`src/rtl/load_store_unit.sv`:
```
// load_store_unit: RV32I data-memory access stage between execute and a req/gnt/rvalid bus.
// Latency: accept at T, mem_req from T+1; zero-wait store done at T+2, load done at T+3.
// Backpressure: busy stalls the core until done; mem_* held stable while mem_gnt is low.
//
// Optional build macro: LSU_MISALIGN_FAULT_EN
//   defined   -> misaligned / illegal ops skip the bus and complete with done+fault.
//   undefined -> offsets forced to natural alignment, illegal load funct3 acts as LW,
//                fault tied 0.
//
// Ports:
//   clk, reset            clock, synchronous active-high reset
//   valid_i               memory op present (inputs held stable while busy)
//   is_load, is_store     op kind; store wins if both set
//   funct3                RV32I width/sign code
//   addr, store_data      effective address and LSB-justified rs2 value
//   busy                  combinational stall request to the core
//   done, fault           one-cycle completion pulse / fault flag
//   load_data             extended load result, held until the next load completes
//   mem_req/we/addr/be/wdata  bus request outputs
//   mem_gnt, mem_rvalid, mem_rdata  bus responses
module load_store_unit #(
  parameter int WIDTH = 32
) (
  input  logic             clk,
  input  logic             reset,
  input  logic             valid_i,
  input  logic             is_load,
  input  logic             is_store,
  input  logic [2:0]       funct3,
  input  logic [WIDTH-1:0] addr,
  input  logic [WIDTH-1:0] store_data,
  output logic             busy,
  output logic             done,
  output logic [WIDTH-1:0] load_data,
  output logic             fault,
  output logic             mem_req,
  output logic             mem_we,
  output logic [WIDTH-1:0] mem_addr,
  output logic [3:0]       mem_be,
  output logic [WIDTH-1:0] mem_wdata,
  input  logic             mem_gnt,
  input  logic             mem_rvalid,
  input  logic [WIDTH-1:0] mem_rdata
);

  typedef enum logic [1:0] {
    IDLE = 2'd0,
    REQ  = 2'd1,
    WAIT = 2'd2,
    DONE = 2'd3
  } state_t;

  state_t state, next_state;

  logic [2:0]       f3_q;
  logic [1:0]       off_q;
  logic             accept;
  logic             sz_b, sz_h;
  logic [1:0]       off_nxt;
  logic [3:0]       be_nxt;
  logic [WIDTH-1:0] wdata_nxt;
  logic [WIDTH-1:0] rdata_sh;
  logic [WIDTH-1:0] ld_ext;
  logic             op_bad;

  assign busy   = valid_i & (is_load | is_store) & ~done;
  assign accept = (state == IDLE) & valid_i & (is_load | is_store);

  // Access size from funct3[1:0]; 10 and 11 both behave as a word.
  assign sz_b = (funct3[1:0] == 2'b00);
  assign sz_h = (funct3[1:0] == 2'b01);

  // Lane offset snapped to natural alignment. In the fault build any op whose
  // raw offset differs from this never reaches the bus, so one path serves both.
  assign off_nxt = sz_b ? addr[1:0] : (sz_h ? {addr[1], 1'b0} : 2'b00);

  always_comb begin
    be_nxt    = 4'b1111;
    wdata_nxt = store_data;
    if (sz_b) begin
      wdata_nxt = {4{store_data[7:0]}};
      if (is_store) be_nxt = 4'b0001 << off_nxt;
    end else if (sz_h) begin
      wdata_nxt = {2{store_data[15:0]}};
      if (is_store) be_nxt = 4'b0011 << off_nxt;
    end
  end

`ifdef LSU_MISALIGN_FAULT_EN
  logic fault_q;

  assign op_bad = (sz_h & addr[0])
                | (~sz_b & ~sz_h & (addr[1:0] != 2'b00))
                | (~is_store & ((funct3 == 3'b011) | (funct3[2:1] == 2'b11)));

  always_ff @(posedge clk) begin
    if (reset) fault_q <= 1'b0;
    else       fault_q <= accept & op_bad;
  end

  assign fault = fault_q;
`else
  assign op_bad = 1'b0;
  assign fault  = 1'b0;
`endif

  // Bring the addressed byte/half down to bit 0 before extension.
  assign rdata_sh = mem_rdata >> {off_q, 3'b000};

  always_comb begin
    case (f3_q)
      3'b000:  ld_ext = {{24{rdata_sh[7]}}, rdata_sh[7:0]};
      3'b100:  ld_ext = {24'd0, rdata_sh[7:0]};
      3'b001:  ld_ext = {{16{rdata_sh[15]}}, rdata_sh[15:0]};
      3'b101:  ld_ext = {16'd0, rdata_sh[15:0]};
      default: ld_ext = mem_rdata;
    endcase
  end

  always_comb begin
    next_state = state;
    case (state)
      IDLE: if (accept) next_state = op_bad ? DONE : REQ;
      REQ:  if (mem_gnt) next_state = mem_we ? DONE : WAIT;
      WAIT: if (mem_rvalid) next_state = DONE;
      DONE: next_state = IDLE;
      default: next_state = IDLE;
    endcase
  end

  always_ff @(posedge clk) begin
    if (reset) begin
      state     <= IDLE;
      mem_req   <= 1'b0;
      mem_we    <= 1'b0;
      mem_addr  <= '0;
      mem_be    <= 4'b0000;
      mem_wdata <= '0;
      load_data <= '0;
      done      <= 1'b0;
      f3_q      <= 3'b000;
      off_q     <= 2'b00;
    end else begin
      state   <= next_state;
      mem_req <= (next_state == REQ);
      done    <= (next_state == DONE);
      if (accept) begin
        mem_we    <= is_store;
        mem_addr  <= {addr[WIDTH-1:2], 2'b00};
        mem_be    <= be_nxt;
        mem_wdata <= wdata_nxt;
        f3_q      <= funct3;
        off_q     <= off_nxt;
      end
      if ((state == WAIT) && mem_rvalid) load_data <= ld_ext;
    end
  end

endmodule

```
`config.mk`:
```
export PLATFORM = sky130hd
export DESIGN_NAME = load_store_unit
export DESIGN_NICKNAME = d
export VERILOG_FILES = /design/src/rtl/load_store_unit.sv
export SDC_FILE = /design/constraint.sdc
export NUM_CORES = 1
export LEC_CHECK = 0
export ABC_AREA = 1
export CAP_MARGIN = 10
export CORE_MARGIN = 3
export CORE_UTILIZATION = 46
export CTS_CLUSTER_SIZE = 16
export DETAILED_ROUTE_END_ITERATION = 8
export PLACE_DENSITY = 0.86
export SETUP_SLACK_MARGIN = 0.15
export SYNTH_ARGS = -nofsm -noshare
export SYNTH_HDL_FRONTEND = slang
export SYNTH_SLANG_ARGS = --single-unit
```
`constraint.sdc`:
```
create_clock -name clk -period 4.1 [get_ports clk]
set_clock_uncertainty 0.1 [all_clocks]
set_input_delay 1.23 -clock clk [delete_from_list [all_inputs] [get_ports clk]]
set_output_delay 1.23 -clock clk [all_outputs]
set_load 0.03 [all_outputs]
```
# Word level (Yosys, flattened, before mapping)
# Cells that the tools add are included.
[word_totals]
elab_cells = 46
reg_bits = 108
[classes]
bitwise = 6
mux = 14
eq_ne = 9
reduce_logical = 4
n_shift = 3
[op_table]
columns = ["operator", "count"]
rows = [
  ["$pmux W32 S4", 1],
  ["$mux W32", 2],
  ["$shr A32 B5 Y16", 1],
  ["$mux W4", 4],
  ["$mux W2", 5],
  ["$pmux W2 S4", 1],
  ["$eq A2 B1 Y1 const B", 3],
  ["$eq A2 B2 Y1 const B", 3],
  ["$eq A3 B3 Y1 const B", 2],
  ["$and A1 B1 Y1", 4],
  ["$logic_not A2 Y1", 2],
  ["$shl A1 B2 Y4 const A", 1],
  ["$shl A2 B2 Y4 const A", 1],
  ["$eq A3 B1 Y1 const B", 1],
  ["$logic_not A3 Y1", 1],
  ["$logic_and A1 B1 Y1", 1],
  ["$mux W1", 1],
  ["$not A1 Y1", 1],
  ["$or A1 B1 Y1", 1],
]

# Depth between registers and ports, before layout
[depth]
ltp_word = 7
mapped_depth = 10

# Worst setup path before layout
# Ideal clock, no wire load.
[synth_path]
path_kind = "input -> output"
from = "input is_load"
to = "output busy"
required_ns = 2.770
arrival_ns = 1.780
path_slack_ns = 0.990
stages = 4
path_cell_list = "inv_1 > nand2_1 > nand2_1 > nor2_1"
[synth_between]
elab_chain_len = 3
[synth_lines]
columns = ["element", "line", "text"]
rows = [
  ["from (decl)", "27", "input logic is_load,"],
  ["$or A1 B1 Y1", "66", "assign busy = valid_i & (is_load | is_store) & ~done;"],
  ["$and A1 B1 Y1 (2 in a row)", "66", ""],
  ["to (decl)", "32", "output logic busy,"],
]
# No other way between the ends.

# Final worst setup path
[layout_path]
from = "input is_store"
to = "output busy"
[layout_between]
elab_chain_len = 3
[layout_lines]
columns = ["element", "line", "text"]
rows = [
  ["from (decl)", "28", "input logic is_store,"],
  ["$or A1 B1 Y1", "66", ""],
  ["$and A1 B1 Y1 (2 in a row)", "66", ""],
]
# No other way between the ends.

==> results list <==
- Result of the run: completed
- The cell sitting at the root of the clock tree is a clkbuf_8.
- TritonCTS built the clock tree.
- Post-placement worst setup slack: 447 ps
- Final period demand of the worst path: between 3000 and 4000 ps
- Counting instances, the worst hold path has a depth of 2.
- Wires add up to 16000 um.
- First-pass GRT wire length: roughly 25000 um
- After the first detailed-routing iteration, the DRC count stood at 500.
* Maximum number of pins on one net before global-route repair: 64
- The number of hold buffers added after CTS was 0.
* Path class of the lowest-slack min-delay path: register to register
* Clock transition at the registers of the reported paths: 90 ps
* Nets: slightly below 1000
- Clock insertion delay at the later pin of the skew report: between 300 and 400 ps
- Worst Min Path Start: mem_addr[3]
- Antenna viol nets, final: 0
- Biggest area consumer among synthesized cells: dfxtp_1
- In this run the core area contains 37 standard-cell rows.
- Number of buffers added on ports: 207
* Share of layout cells above drive strength 1: under 10%
- Setup slack, reg-to-reg: 1890 ps
- The path with the worst hold slack has its endpoint at mem_addr[3].
- Portion of the post-synthesis area used by sequential elements: 43.7%
* Synthesized instance count: 683
* Routed length per instance: 16.0 um
- Share of the synthesized area in the top cell type: 43.7%
- Ranked by total cell area, the synthesized netlist is headed by dfxtp_1 44%, nand2_1 15%, o21ai_0 6.9%.
- Dividing the detail-routed via count by the number of cells gives ~5.3.
- Maximum fanout along the worst path: 3
- CP Class: input port to primary output
* Leak Pwr: 3.04 nW
- For the worst setup path, the data arrival time is 2340 ps.
- A synthesized cell averages 7.25 um2.
- Max-slew violation count: 0
* Antenna diode instance count: 0
* First-pass DRT Iterations: 7
- Overall global routing resource usage: 26.2%
- Peak per-stage delay on the critical path: 530 ps
- The endpoint identified for the worst register-to-register timing path is load_data[19].
- Static timing analysis puts the maximum clock frequency at 273 MHz.
- After synthesis, the netlist uses 30 different library cells.
- During synthesis, Yosys emitted a total of 0 warnings.
- From bottom edge to top edge, the die measures 110 um.
* Unrepaired setup endpoints after global routing: no
- The congestion estimate from routability-driven global placement came to 0.944.
* Maximum vdd ir drop: roughly 0.00022 V
* Global route overflow: 0
* Antenna violations before repair: 0
* Num Clock Sinks: 108
* Area of the placeable core: 10400 um2
- The startpoint identified for the worst register-to-register timing path is off_q[0].
- The slowest stage of the critical path is the clkdlybuf4s50_1 cell.
- Via count of the first global-routing pass: 5044
- Counting stages on the worst path, the most repeated cell is nand2_1.
* CTS buffer count: 9
- Required arrival time at the worst endpoint: 2770 ps
* Number of synthesized register bits: roughly 110
* Die footprint: 12000 um2
- The tool flagged a number of max-cap violations equal to 0.
* Longest Clk Path Bufs: 2
* Mapped cell area: 4950 um2
- Dividing total power by cell area gives a power density of ~340 nW/um2.
- Post-CTS Repair Setup Buffers: 0
- Setup slack on the critical path of the routed design comes to 435 ps.
* Via count of the routed design: 5343
- approximately 210 I/O pins were placed.
- The worst setup path is launched from an input port.
- The critical path goes through clkdlybuf4s50_1 -> inv_1 -> nand2_1 -> nand2_1 -> nor2_1 -> buf_12.
- Resize count post-CTS: 0
- Summed negative setup slack over all endpoints: 0 ps
* Hold Fails Final Rpt: 0
- The worst setup path is captured at a primary output.
- Compared with the post-synthesis result, the final layout area differs by 44.7%.
- The die is 110 um wide.
* CTS HTree Levels: 3
* Initial cell density of the core: 47.5%
- Setup violations remaining at the end of the flow were counted as 0.
* Post-detail-place hpwl: around 12000 um
- Slew at the pin with the worst max-slew slack: ~1100 ps
* Max_slew headroom: 29.6%
- DRC violations left: 0
- In the finished design, the share of the clock period the worst path needs comes to 89.4%.
* Number of cells on the worst reg-to-reg path: 7
==> metal layers <==
metal | track usage (%) | vias to the layer above | wire length [um]
met5 | 0 | - | 0
met4 | 5.34 | 0 | 139
met3 | 11.0 | 13 | 1930
met2 | 43.8 | 252 | 7660
met1 | 31.7 | 2491 | 6280
li1 | - | 2587 | -
==> critical path, delay by kind of cell <==
kind,cells,cell delay (ps)
and+or+nand+nor,3,330
buffers and inverters,3,760
==> cell families after synthesis <==
family                   count (synthesis)  share of synthesized area (%)
flip-flops                             108                           43.7
other                                    1                         0.0758
adder cells (fa/ha/maj)                  2                          0.505
AO/OA/AOI/OAI                          181                           20.6
buffers and inverters                  115                           10.9
AND/OR/NAND/NOR                        276                           24.3
==> state kept, by name (all words and copies together), names as in the netlist <==
register / cells
state: 2
f3_q: 3
mem_addr: 30
off_q: 2
done: 1
mem_wdata: 32
mem_req: 1
load_data: 32
mem_we: 1
mem_be: 4
==> cell usage in the layout (no fill, tap or decap), types with 2 or more instances in the layout <==
| cell | netlist | final |
|---|---|---|
| inv_1 | 62 | 62 |
| clkinv_2 | 0 | 2 |
| inv_2 | 3 | 3 |
| o211a_1 | 5 | 5 |
| o21ai_1 | 3 | 3 |
| nand2_1 | 197 | 197 |
| nand3_1 | 44 | 44 |
| o21ai_0 | 68 | 68 |
| o22ai_1 | 2 | 2 |
| clkdlybuf4s50_1 | 0 | 205 |
| o21bai_1 | 15 | 15 |
| buf_12 | 0 | 2 |
| a21oi_1 | 63 | 63 |
| clkbuf_8 | 0 | 10 |
| nor2_1 | 11 | 11 |
| buf_4 | 9 | 7 |
| dfxtp_1 | 108 | 108 |
| o21a_1 | 8 | 8 |
| nor3_1 | 2 | 2 |
| nand3_4 | 2 | 2 |
| a31oi_1 | 16 | 16 |
| nand3_2 | 3 | 3 |
| nand4_1 | 13 | 13 |
| conb_1 | 1 | 3 |
| ha_1 | 2 | 2 |
==> where the power goes <==
group | internal, mW | total [mW] | leakage, nW | switching [mW]
logic | 0.287 | 0.673 | 2.06 | 0.386
clock network | 0.240 | 0.601 | 0.0897 | 0.361
registers | 1.12 | 1.17 | 0.883 | 0.0533
==> Yosys cell counts <==
cell,number
a21oi_1,63
a31oi_1,16
nand2_1,197
inv_2,3
nor2_8,1
conb_1,1
nor3_1,2
or2_4,1
clkbuf_1,16
o22ai_1,2
o21ai_1,3
nand4_1,13
dfxtp_1,108
nor2_1,11
clkinv_1,1
nand3_1,44
buf_6,7
nor3_2,1
o21a_1,8
nand3_4,2
o21ai_0,68
inv_1,62
ha_1,2
buf_4,9
o211a_1,5
nand3_2,3
buf_2,17
o21bai_1,15
nand2_2,1
o21bai_2,1
==> worst max-delay path by stage <==
stage          slack [ps]     start  depth (start not counted)   end
2_1_floorplan         990   is_load                          4  busy
3_3_place_gp          440  is_store                          6  busy
3_5_place_dp          450  is_store                          6  busy
4_1_cts               430  is_store                          6  busy
5_1_grt               360  is_store                          6  busy
6_report              430  is_store                          6  busy
==> final cells by class <==
cell class | count | area [um2]
fillers | 889 | 3250
multi-input cells | 462 | 2260
flip-flops and latches | 108 | 2160
repair buffers | 215 | 2150
inverters | 66 | 248
well taps | 136 | 170
clock buffers | 11 | 141
clock inverters | 5 | 35.0
==> through the flow <==
| stage | hold WS [ps] | util (%) | power, mW | instances | area, um2 |
|---|---|---|---|---|---|
| after floorplan | 370 | - | 1.56 | 685 | 4960 |
| after global placement | 351 | 67.1 | 1.85 | 987 | 6990 |
| after detailed placement | 358 | 67.1 | 1.87 | 987 | 6990 |
| after CTS | 371 | 68.8 | 2.46 | 1003 | 7160 |
| after global routing | 393 | 68.8 | 2.57 | 1003 | 7160 |
| final | 368 | 68.8 | 2.45 | 1003 | 7160 |
(Power assumes the default switching activity.)
